[src/rtl/vslc_pkg.sv]
// rtl/vslc_pkg.sv - shared types and constants for the VSLC sequencer
//
// Purpose: holds the sequencer state encoding and the default program depth.
// Configuration macro: none.

package vslc_pkg;

  localparam int VSLC_PROG_DEPTH_DEFAULT = 32;

  typedef enum logic [2:0] {
    ST_IDLE       = 3'd0,
    ST_LOAD       = 3'd1,
    ST_SCAN_START = 3'd2,
    ST_ISSUE      = 3'd3,
    ST_SCAN_END   = 3'd4
  } vslc_state_e;

endpackage

[src/rtl/vslc_sequencer_if.sv]
// rtl/vslc_sequencer_if.sv - load/run/executor signal bundle for the VSLC sequencer
//
// Purpose: groups the program-load handshake, scan control and executor-facing
// outputs of the sequencer.
// Modports:
//   master - the controller side: drives mode_load, load_valid, load_data,
//            run_en, ui_in (and step); observes everything else.
//   slave  - the sequencer itself.
// Configuration macro: VSLC_SEQ_STEP_EN adds the single-step input 'step'.

interface vslc_sequencer_if #(
  parameter int PROG_DEPTH = vslc_pkg::VSLC_PROG_DEPTH_DEFAULT
) ();

  localparam int AW = $clog2(PROG_DEPTH);

  logic          mode_load;
  logic          load_valid;
  logic [7:0]    load_data;
  logic          load_ready;
  logic          run_en;
  logic [7:0]    ui_in;
  logic [7:0]    ui_in_snap;
  logic [7:0]    ui_in_prev;
  logic [7:0]    instr;
  logic          instr_ready;
  logic [AW-1:0] pc;
  logic [AW:0]   prog_len;
  logic          scan_done;
`ifdef VSLC_SEQ_STEP_EN
  logic          step;
`endif

  modport master (
`ifdef VSLC_SEQ_STEP_EN
    output step,
`endif
    output mode_load, load_valid, load_data, run_en, ui_in,
    input  load_ready, ui_in_snap, ui_in_prev, instr, instr_ready,
    input  pc, prog_len, scan_done
  );

  modport slave (
`ifdef VSLC_SEQ_STEP_EN
    input  step,
`endif
    input  mode_load, load_valid, load_data, run_en, ui_in,
    output load_ready, ui_in_snap, ui_in_prev, instr, instr_ready,
    output pc, prog_len, scan_done
  );

endinterface

[src/rtl/vslc_sequencer_prog_mem.sv]
// rtl/vslc_sequencer_prog_mem.sv - program byte store for the VSLC sequencer
//
// Purpose: 1-write / 1-read register array with asynchronous read.
// Ports:
//   clk   - write clock
//   we    - write enable
//   waddr - write address
//   wdata - write byte
//   raddr - read address
//   rdata - read byte (combinational from raddr)
// Contents are deliberately not reset.
// Configuration macro: none.

module vslc_prog_mem #(
  parameter int DEPTH = 32,
  parameter int AW    = $clog2(DEPTH)
) (
  input  logic          clk,
  input  logic          we,
  input  logic [AW-1:0] waddr,
  input  logic [7:0]    wdata,
  input  logic [AW-1:0] raddr,
  output logic [7:0]    rdata
);

  logic [7:0] mem_q [DEPTH];

  always_ff @(posedge clk) begin
    if (we) begin
      mem_q[waddr] <= wdata;
    end
  end

  assign rdata = mem_q[raddr];

endmodule

[src/rtl/vslc_sequencer.sv]
// rtl/vslc_sequencer.sv - program loader and scan sequencer feeding an instruction executor
//
// Purpose: loads a byte program, then repeatedly scans it, snapshotting ui_in
// at each scan start and issuing one registered instruction per cycle.
// Ports:
//   clk   - system clock, rising edge
//   rst_n - synchronous active-low reset
//   bus   - vslc_sequencer_if.slave: load handshake, run_en/ui_in, and the
//           instr/instr_ready/pc/prog_len/scan_done/snapshot outputs
// Configuration macro: VSLC_SEQ_STEP_EN - ISSUE waits for bus.step, one
// instruction per step cycle.

module vslc_sequencer
  import vslc_pkg::*;
#(
  parameter int PROG_DEPTH = VSLC_PROG_DEPTH_DEFAULT
) (
  input  logic            clk,
  input  logic            rst_n,
  vslc_sequencer_if.slave bus
);

  localparam int AW = $clog2(PROG_DEPTH);
  localparam int LW = AW + 1;
  localparam logic [LW-1:0] DEPTH_L = LW'(PROG_DEPTH);

  vslc_state_e   state_q, state_d;
  logic [AW-1:0] pc_q, pc_d;
  logic [LW-1:0] wptr_q, wptr_d;
  logic [LW-1:0] prog_len_q, prog_len_d;
  logic [7:0]    snap_q, snap_d;
  logic [7:0]    prev_q, prev_d;
  logic [7:0]    instr_q, instr_d;
  logic          instr_ready_q, instr_ready_d;
  logic          scan_done_q, scan_done_d;
`ifdef VSLC_SEQ_STEP_EN
  logic          done_q, done_d;
`endif

  logic          load_accept;
  logic          last_c;
  logic [AW-1:0] rd_addr;
  logic [7:0]    rd_data;

  // Accept only while the pointer is below depth; a full buffer ignores
  // further bytes rather than wrapping.
  assign load_accept = (state_q == ST_LOAD) && bus.load_valid && (wptr_q < DEPTH_L);
  assign last_c      = (LW'(pc_q) + LW'(1)) >= prog_len_q;

  vslc_prog_mem #(
    .DEPTH (PROG_DEPTH),
    .AW    (AW)
  ) u_prog_mem (
    .clk   (clk),
    .we    (load_accept),
    .waddr (wptr_q[AW-1:0]),
    .wdata (bus.load_data),
    .raddr (rd_addr),
    .rdata (rd_data)
  );

  always_ff @(posedge clk) begin
    if (!rst_n) begin
      state_q       <= ST_IDLE;
      pc_q          <= '0;
      wptr_q        <= '0;
      prog_len_q    <= '0;
      snap_q        <= '0;
      prev_q        <= '0;
      instr_q       <= '0;
      instr_ready_q <= 1'b0;
      scan_done_q   <= 1'b0;
`ifdef VSLC_SEQ_STEP_EN
      done_q        <= 1'b0;
`endif
    end else begin
      state_q       <= state_d;
      pc_q          <= pc_d;
      wptr_q        <= wptr_d;
      prog_len_q    <= prog_len_d;
      snap_q        <= snap_d;
      prev_q        <= prev_d;
      instr_q       <= instr_d;
      instr_ready_q <= instr_ready_d;
      scan_done_q   <= scan_done_d;
`ifdef VSLC_SEQ_STEP_EN
      done_q        <= done_d;
`endif
    end
  end

  // instr/instr_ready/scan_done are registered on the edge that enters the
  // cycle they describe, so instr_ready is high exactly in ISSUE cycles.
  always_comb begin
    state_d       = state_q;
    pc_d          = pc_q;
    wptr_d        = wptr_q;
    prog_len_d    = prog_len_q;
    snap_d        = snap_q;
    prev_d        = prev_q;
    instr_d       = instr_q;
    instr_ready_d = 1'b0;
    scan_done_d   = 1'b0;
    rd_addr       = pc_q;
`ifdef VSLC_SEQ_STEP_EN
    done_d        = done_q;
`endif

    if (bus.mode_load) begin
      state_d = ST_LOAD;
      pc_d    = '0;
      if (state_q != ST_LOAD) begin
        wptr_d = '0;
      end else begin
        wptr_d = wptr_q + LW'(load_accept);
      end
    end else begin
      unique case (state_q)
        ST_IDLE: begin
          if (bus.run_en && (prog_len_q != '0)) begin
            state_d = ST_SCAN_START;
          end
        end
        ST_LOAD: begin
          wptr_d     = wptr_q + LW'(load_accept);
          prog_len_d = wptr_d;
          state_d    = ST_IDLE;
        end
        ST_SCAN_START: begin
          prev_d  = snap_q;
          snap_d  = bus.ui_in;
          pc_d    = '0;
          state_d = ST_ISSUE;
`ifdef VSLC_SEQ_STEP_EN
          done_d  = 1'b0;
`else
          rd_addr       = '0;
          instr_d       = rd_data;
          instr_ready_d = 1'b1;
`endif
        end
        ST_ISSUE: begin
`ifdef VSLC_SEQ_STEP_EN
          // The last issue stays in ISSUE for its instr_ready cycle; done_q
          // then moves on to SCAN_END without waiting for another step.
          if (done_q) begin
            state_d     = ST_SCAN_END;
            scan_done_d = 1'b1;
          end else if (bus.step) begin
            rd_addr       = pc_q;
            instr_d       = rd_data;
            instr_ready_d = 1'b1;
            if (last_c) begin
              done_d = 1'b1;
            end else begin
              pc_d = pc_q + AW'(1);
            end
          end
`else
          if (!last_c) begin
            pc_d          = pc_q + AW'(1);
            rd_addr       = pc_q + AW'(1);
            instr_d       = rd_data;
            instr_ready_d = 1'b1;
          end else begin
            state_d     = ST_SCAN_END;
            scan_done_d = 1'b1;
          end
`endif
        end
        ST_SCAN_END: begin
          state_d = bus.run_en ? ST_SCAN_START : ST_IDLE;
        end
        default: begin
          state_d = ST_IDLE;
        end
      endcase
    end
  end

  assign bus.load_ready  = (state_q == ST_LOAD) && (wptr_q < DEPTH_L);
  assign bus.ui_in_snap  = snap_q;
  assign bus.ui_in_prev  = prev_q;
  assign bus.instr       = instr_q;
  assign bus.instr_ready = instr_ready_q;
  assign bus.pc          = pc_q;
  assign bus.prog_len    = prog_len_q;
  assign bus.scan_done   = scan_done_q;

endmodule

[src/flat_wrapper.sv]
// flat-port wrapper written by rule: the top's interface ports become plain ports
module vslc_sequencer_flat import vslc_pkg::*;
#(
  parameter int PROG_DEPTH = VSLC_PROG_DEPTH_DEFAULT
)
  (clk, rst_n, bus_mode_load, bus_load_valid, bus_load_data, bus_run_en, bus_ui_in, bus_load_ready, bus_ui_in_snap, bus_ui_in_prev, bus_instr, bus_instr_ready, bus_pc, bus_prog_len, bus_scan_done);
  vslc_sequencer_if #(.PROG_DEPTH(PROG_DEPTH)) bus_i ();
  input  logic clk;
  input  logic rst_n;
  input wire logic [$bits(bus_i.mode_load)-1:0] bus_mode_load;
  input wire logic [$bits(bus_i.load_valid)-1:0] bus_load_valid;
  input wire logic [$bits(bus_i.load_data)-1:0] bus_load_data;
  input wire logic [$bits(bus_i.run_en)-1:0] bus_run_en;
  input wire logic [$bits(bus_i.ui_in)-1:0] bus_ui_in;
  output wire logic [$bits(bus_i.load_ready)-1:0] bus_load_ready;
  output wire logic [$bits(bus_i.ui_in_snap)-1:0] bus_ui_in_snap;
  output wire logic [$bits(bus_i.ui_in_prev)-1:0] bus_ui_in_prev;
  output wire logic [$bits(bus_i.instr)-1:0] bus_instr;
  output wire logic [$bits(bus_i.instr_ready)-1:0] bus_instr_ready;
  output wire logic [$bits(bus_i.pc)-1:0] bus_pc;
  output wire logic [$bits(bus_i.prog_len)-1:0] bus_prog_len;
  output wire logic [$bits(bus_i.scan_done)-1:0] bus_scan_done;
  assign bus_i.mode_load = bus_mode_load;
  assign bus_i.load_valid = bus_load_valid;
  assign bus_i.load_data = bus_load_data;
  assign bus_i.run_en = bus_run_en;
  assign bus_i.ui_in = bus_ui_in;
  assign bus_load_ready = bus_i.load_ready;
  assign bus_ui_in_snap = bus_i.ui_in_snap;
  assign bus_ui_in_prev = bus_i.ui_in_prev;
  assign bus_instr = bus_i.instr;
  assign bus_instr_ready = bus_i.instr_ready;
  assign bus_pc = bus_i.pc;
  assign bus_prog_len = bus_i.prog_len;
  assign bus_scan_done = bus_i.scan_done;
  vslc_sequencer #(.PROG_DEPTH(PROG_DEPTH)) u_core (.clk(clk), .rst_n(rst_n), .bus(bus_i));
endmodule
[config.mk]
export PLATFORM = sky130hd
export DESIGN_NAME = vslc_sequencer_flat
export DESIGN_NICKNAME = d
export VERILOG_FILES = /design/src/rtl/vslc_pkg.sv /design/src/rtl/vslc_sequencer_if.sv /design/src/rtl/vslc_sequencer_prog_mem.sv /design/src/rtl/vslc_sequencer.sv /design/src/flat_wrapper.sv
export SDC_FILE = /design/constraint.sdc
export NUM_CORES = 1
export LEC_CHECK = 0
export CORE_AREA = 2 2 208 210
export CTS_BUF_LIST = sky130_fd_sc_hd__clkbuf_4 sky130_fd_sc_hd__clkbuf_8
export DETAILED_ROUTE_END_ITERATION = 7
export DIE_AREA = 0 0 210 212
export SYNTH_ARGS = -nofsm -noshare
export SYNTH_HDL_FRONTEND = slang
export SYNTH_SLANG_ARGS = --single-unit
[constraint.sdc]
create_clock -name clk -period 3.7 [get_ports clk]
set_input_delay 0.74 -clock clk [delete_from_list [all_inputs] [get_ports clk]]
set_output_delay 0.74 -clock clk [all_outputs]
set_load 0.02 [all_outputs]
==> run_results.csv <==
group,metric,value,unit
status,outcome,"complete, no violations",
sta,slew_viol_final,0,
synthesis,ys_ff_latch,302,
setup_path,start_kind,"flip-flop",
placed_design,portBuffers,58,
sta,min_period_over_period,0.9554,
setup_path,cp_common_cell,"buf_4",
routing,top_layer_used,"met5",
cells_and_area,layout-drive-gt1-share,0.1523,
clock_tree,cts_sinks,302,
routing,drtPass1Iterations,5,
global_route,grt_pass1_wl,50.33,mm
clock_tree,numCtsBuffers,48,
setup_path,required,4.17,ns
routing,dr.first_iter.drc_count,752,
setup_path,critPathKind,"reg2reg",
setup_path,cp_data_arrival_time,4.00,ns
sta,fmax,282.9,MHz
sta,hold_violations,0,
clock_tree,insertion_delay,0.57,ns
synthesis,async_flop_share,0,
global_route,grt_usage,0.1467,
job,cap_violations,0,
clock_tree,path_clk_slew,0.06,ns
synthesis,synthFlopType,"edfxtp_1",
placed_design,dpl-instance-area,14220,µm²
synthesis,seq_area_frac_synth,0.6834,
setup_path,slowest_stage,"or4_1",
setup_path,crit_family,"simple AND/OR/NAND/NOR gates",
sta,min_period,3.535,ns
routing,drt-total-wl,33.18,mm
clock_tree,clock_path_buffers,3,
synthesis,post-synth-top-count-cell,"edfxtp_1",
synthesis,syn_nets,1079,
setup_path,slowest_delay,0.60,ns
floorplanning,placementRows,76,
synthesis,synth-edff-count,256,
synthesis,yosysTopAreaCellShare,0.6103,
routing,met2WireLength,15.38,mm
routing,viasPerCell,4.994,
placed_design,dp_hpwl,21.43,mm
routing,drcViolationCount,0,
synthesis,synth_commonest_cells,"256 x edfxtp_1, 180 x nand2_1, 144 x nor2_1, 62 x o21ai_0, 59 x nand3_1",
power_and_ir_drop,vdd_drop_max,300.9,µV
global_route,grt_pass1_vias,8331,
sta,timing.hold.ws,0.4649,ns
synthesis,ys_types,62,
routing,vias,8794,
synthesis,synth_cells,1049,
global_route,grt_max_degree,54,
setup_path,rr_worst_depth,16,
floorplanning,die_w,210,µm
routing,route.met3.wl,1.869,mm
synthesis,synth_area_leaders,"edfxtp_1 61%, dfxtp_1 7.3%, nand2_1 5.4%, nor2_1 4.3%, o21ai_0 2.5%",
cells_and_area,nNetsFinal,1208,
synthesis,yosysWarnings,0,
floorplanning,ioPinCount,59,
synthesis,yosysTopAreaCell,"edfxtp_1",
floorplanning,core_area,42510,µm²
min_path,hp-class,"reg2reg",
routing,wl_met1,15.25,mm
clock_tree,root_buffer,"clkbuf_8",
sta,max_slew_margin,0.4707,
global_route,grt_antenna_before_repair,1,
sta,fin_skew,0.02095,ns
routing,wl_per_cell,18.84,µm
power_and_ir_drop,leakagePower,5.155,nW
synthesis,synth_area,12600,µm²
floorplanning,chipHeight,212,µm
setup_path,endpoint_kind,"flip-flop",
routing,ant_nets,0,
placed_design,gp_congestion,0.8500,
clock_tree,cts_tree,"yes",
sta,setup_viol,0,
sta,tns,0,ns
clock_tree,htree_num_levels,2,
setup_path,critPathMaxFanout,7,
min_path,min_path_cells,2,
setup_path,path_cells,"ha_1 -> nand3_1 -> xnor2_2 -> ha_1 -> nand2_1 -> o21a_1 -> o211ai_1 -> buf_4 -> o22ai_1 -> buf_4 -> o21ai_2 -> buf_4 -> nor2_2 -> a21boi_0 -> or4_1 -> nor2_1",
cells_and_area,stdcell_area,15250,µm²
sta,worst_pin_slew,0.7911,ns
global_route,grt_overflow,0,
setup_path,crit_buf_inv,3,
cells_and_area,area_growth,21.05,%
floorplanning,initial_core_util,0.2964,
cells_and_area,n_antenna_cell,0,
synthesis,synth_area_per_cell,12.01,µm²
power_and_ir_drop,pwr_density_cell,438.7,nW/µm²
floorplanning,die_area,44520,µm²
setup_path,cp.depth,16,
power_and_ir_drop,totalPowerFinal,6.690,mW
[state kept, by name, summed over array words and instances, names as in the netlist]
name / flops
u_core.bus.scan_done: 1
u_core.wptr_q: 6
u_core.bus.pc: 5
u_core.bus.ui_in_prev: 8
u_core.state_q: 3
u_core.bus.ui_in_snap: 8
u_core.bus.prog_len: 6
u_core.u_prog_mem.mem_q: 256
u_core.bus.instr_ready: 1
u_core.bus.instr: 8
[report_power, final]
part	internal, mW	switching, mW	leakage, nW	total (mW)
sequential	3.70	0.00930	2.67	3.71
clock	1.49	1.28	0.504	2.77
combinational	0.0726	0.141	1.98	0.214
total	5.26	1.43	5.16	6.69
[worst min-delay path, stage by stage, from the launching register on]
cell      delay, ns
dfxtp_1        0.31
nand2_1        0.05
a21boi_0       0.07
[layout make-up]
class / instances / area (µm²)
clock buffers: 69 / 855.8
clock inverters: 18 / 82.58
multi-input cells: 677 / 3665
fillers: 4110 / 27260
inverters: 7 / 26.28
flip-flops and latches: 302 / 8608
well taps: 546 / 683.2
repair buffers: 142 / 1328
[per-layer routing]
metal  global-route usage  vias to the layer above
met4              0.04035                        2
li1                     -                     4121
met2               0.2352                      271
met1               0.2056                     4344
met5                    0                        -
met3              0.02526                       56
[stage by stage]
step	setup slack, ns	std cells	util
floorplan	0.4924	1049	-
global placement	0.1099	1668	0.3345
detailed placement	0.07739	1668	0.3345
CTS	0.01884	1755	0.3565
global route	-0.01538	1761	0.3587
finish	0.1651	1761	0.3587
[cell usage in the layout (no fill, tap or decap), types with 4 or more instances in the layout]
master | netlist | routed
dfxtp_1 | 46 | 46
nor2b_1 | 4 | 4
o221ai_1 | 7 | 7
a32oi_1 | 8 | 8
clkinv_2 | 0 | 6
clkinv_1 | 0 | 11
mux2i_1 | 5 | 5
a21oi_1 | 29 | 28
nand2_1 | 180 | 180
inv_1 | 7 | 7
buf_12 | 0 | 9
o22ai_1 | 30 | 30
o211a_1 | 7 | 6
or4_1 | 4 | 4
nand2b_1 | 6 | 6
clkbuf_4 | 0 | 15
a22oi_1 | 6 | 6
clkbuf_8 | 0 | 54
nor3_1 | 5 | 5
a21oi_2 | 4 | 4
a21boi_0 | 25 | 25
clkdlybuf4s50_1 | 0 | 58
o21ai_0 | 62 | 62
nand3_1 | 59 | 58
a221oi_1 | 6 | 6
nand4_1 | 6 | 6
or3_1 | 4 | 4
a22o_1 | 4 | 4
a211o_1 | 5 | 5
buf_4 | 9 | 74
ha_1 | 9 | 9
edfxtp_1 | 256 | 256
nor2_1 | 144 | 142
nand3b_1 | 8 | 8
[final timing paths]
path / end / start / slack (ns)
worst max-delay path: u_core.bus.instr[6]$_SDFFE_PN0P_ / u_core.bus.pc[1]$_SDFF_PP0_ / 0.17
worst min-delay path: u_core.bus.ui_in_prev[1]$_SDFFE_PN0P_ / u_core.bus.ui_in_prev[1]$_SDFFE_PN0P_ / 0.46
worst max register to register: u_core.bus.instr[6]$_SDFFE_PN0P_ / u_core.bus.pc[1]$_SDFF_PP0_ / 0.17
worst min register to register: u_core.bus.ui_in_prev[1]$_SDFFE_PN0P_ / u_core.bus.ui_in_prev[1]$_SDFFE_PN0P_ / 0.46
[cell families (layout without fill, tap and decap cells)]
group | after synthesis | count (layout) | synth area share
muxes | 7 | 7 | 0.005761
DFF | 302 | 302 | 0.6834
xor gates and xnor gates | 7 | 7 | 0.005464
AOI/OAI and AO/OA | 220 | 220 | 0.1165
adders and majority gates | 9 | 9 | 0.008939
buffers and inverters | 70 | 236 | 0.03119
and+or+nand+nor | 434 | 434 | 0.1488
[what timing repair did]
action,CTS,global route
hold buffers,0,0
setup endpoints to repair,0,7
setup buffers,0,6
resized for setup,0,10
Note: power is estimated with default switching activity, not from simulation.
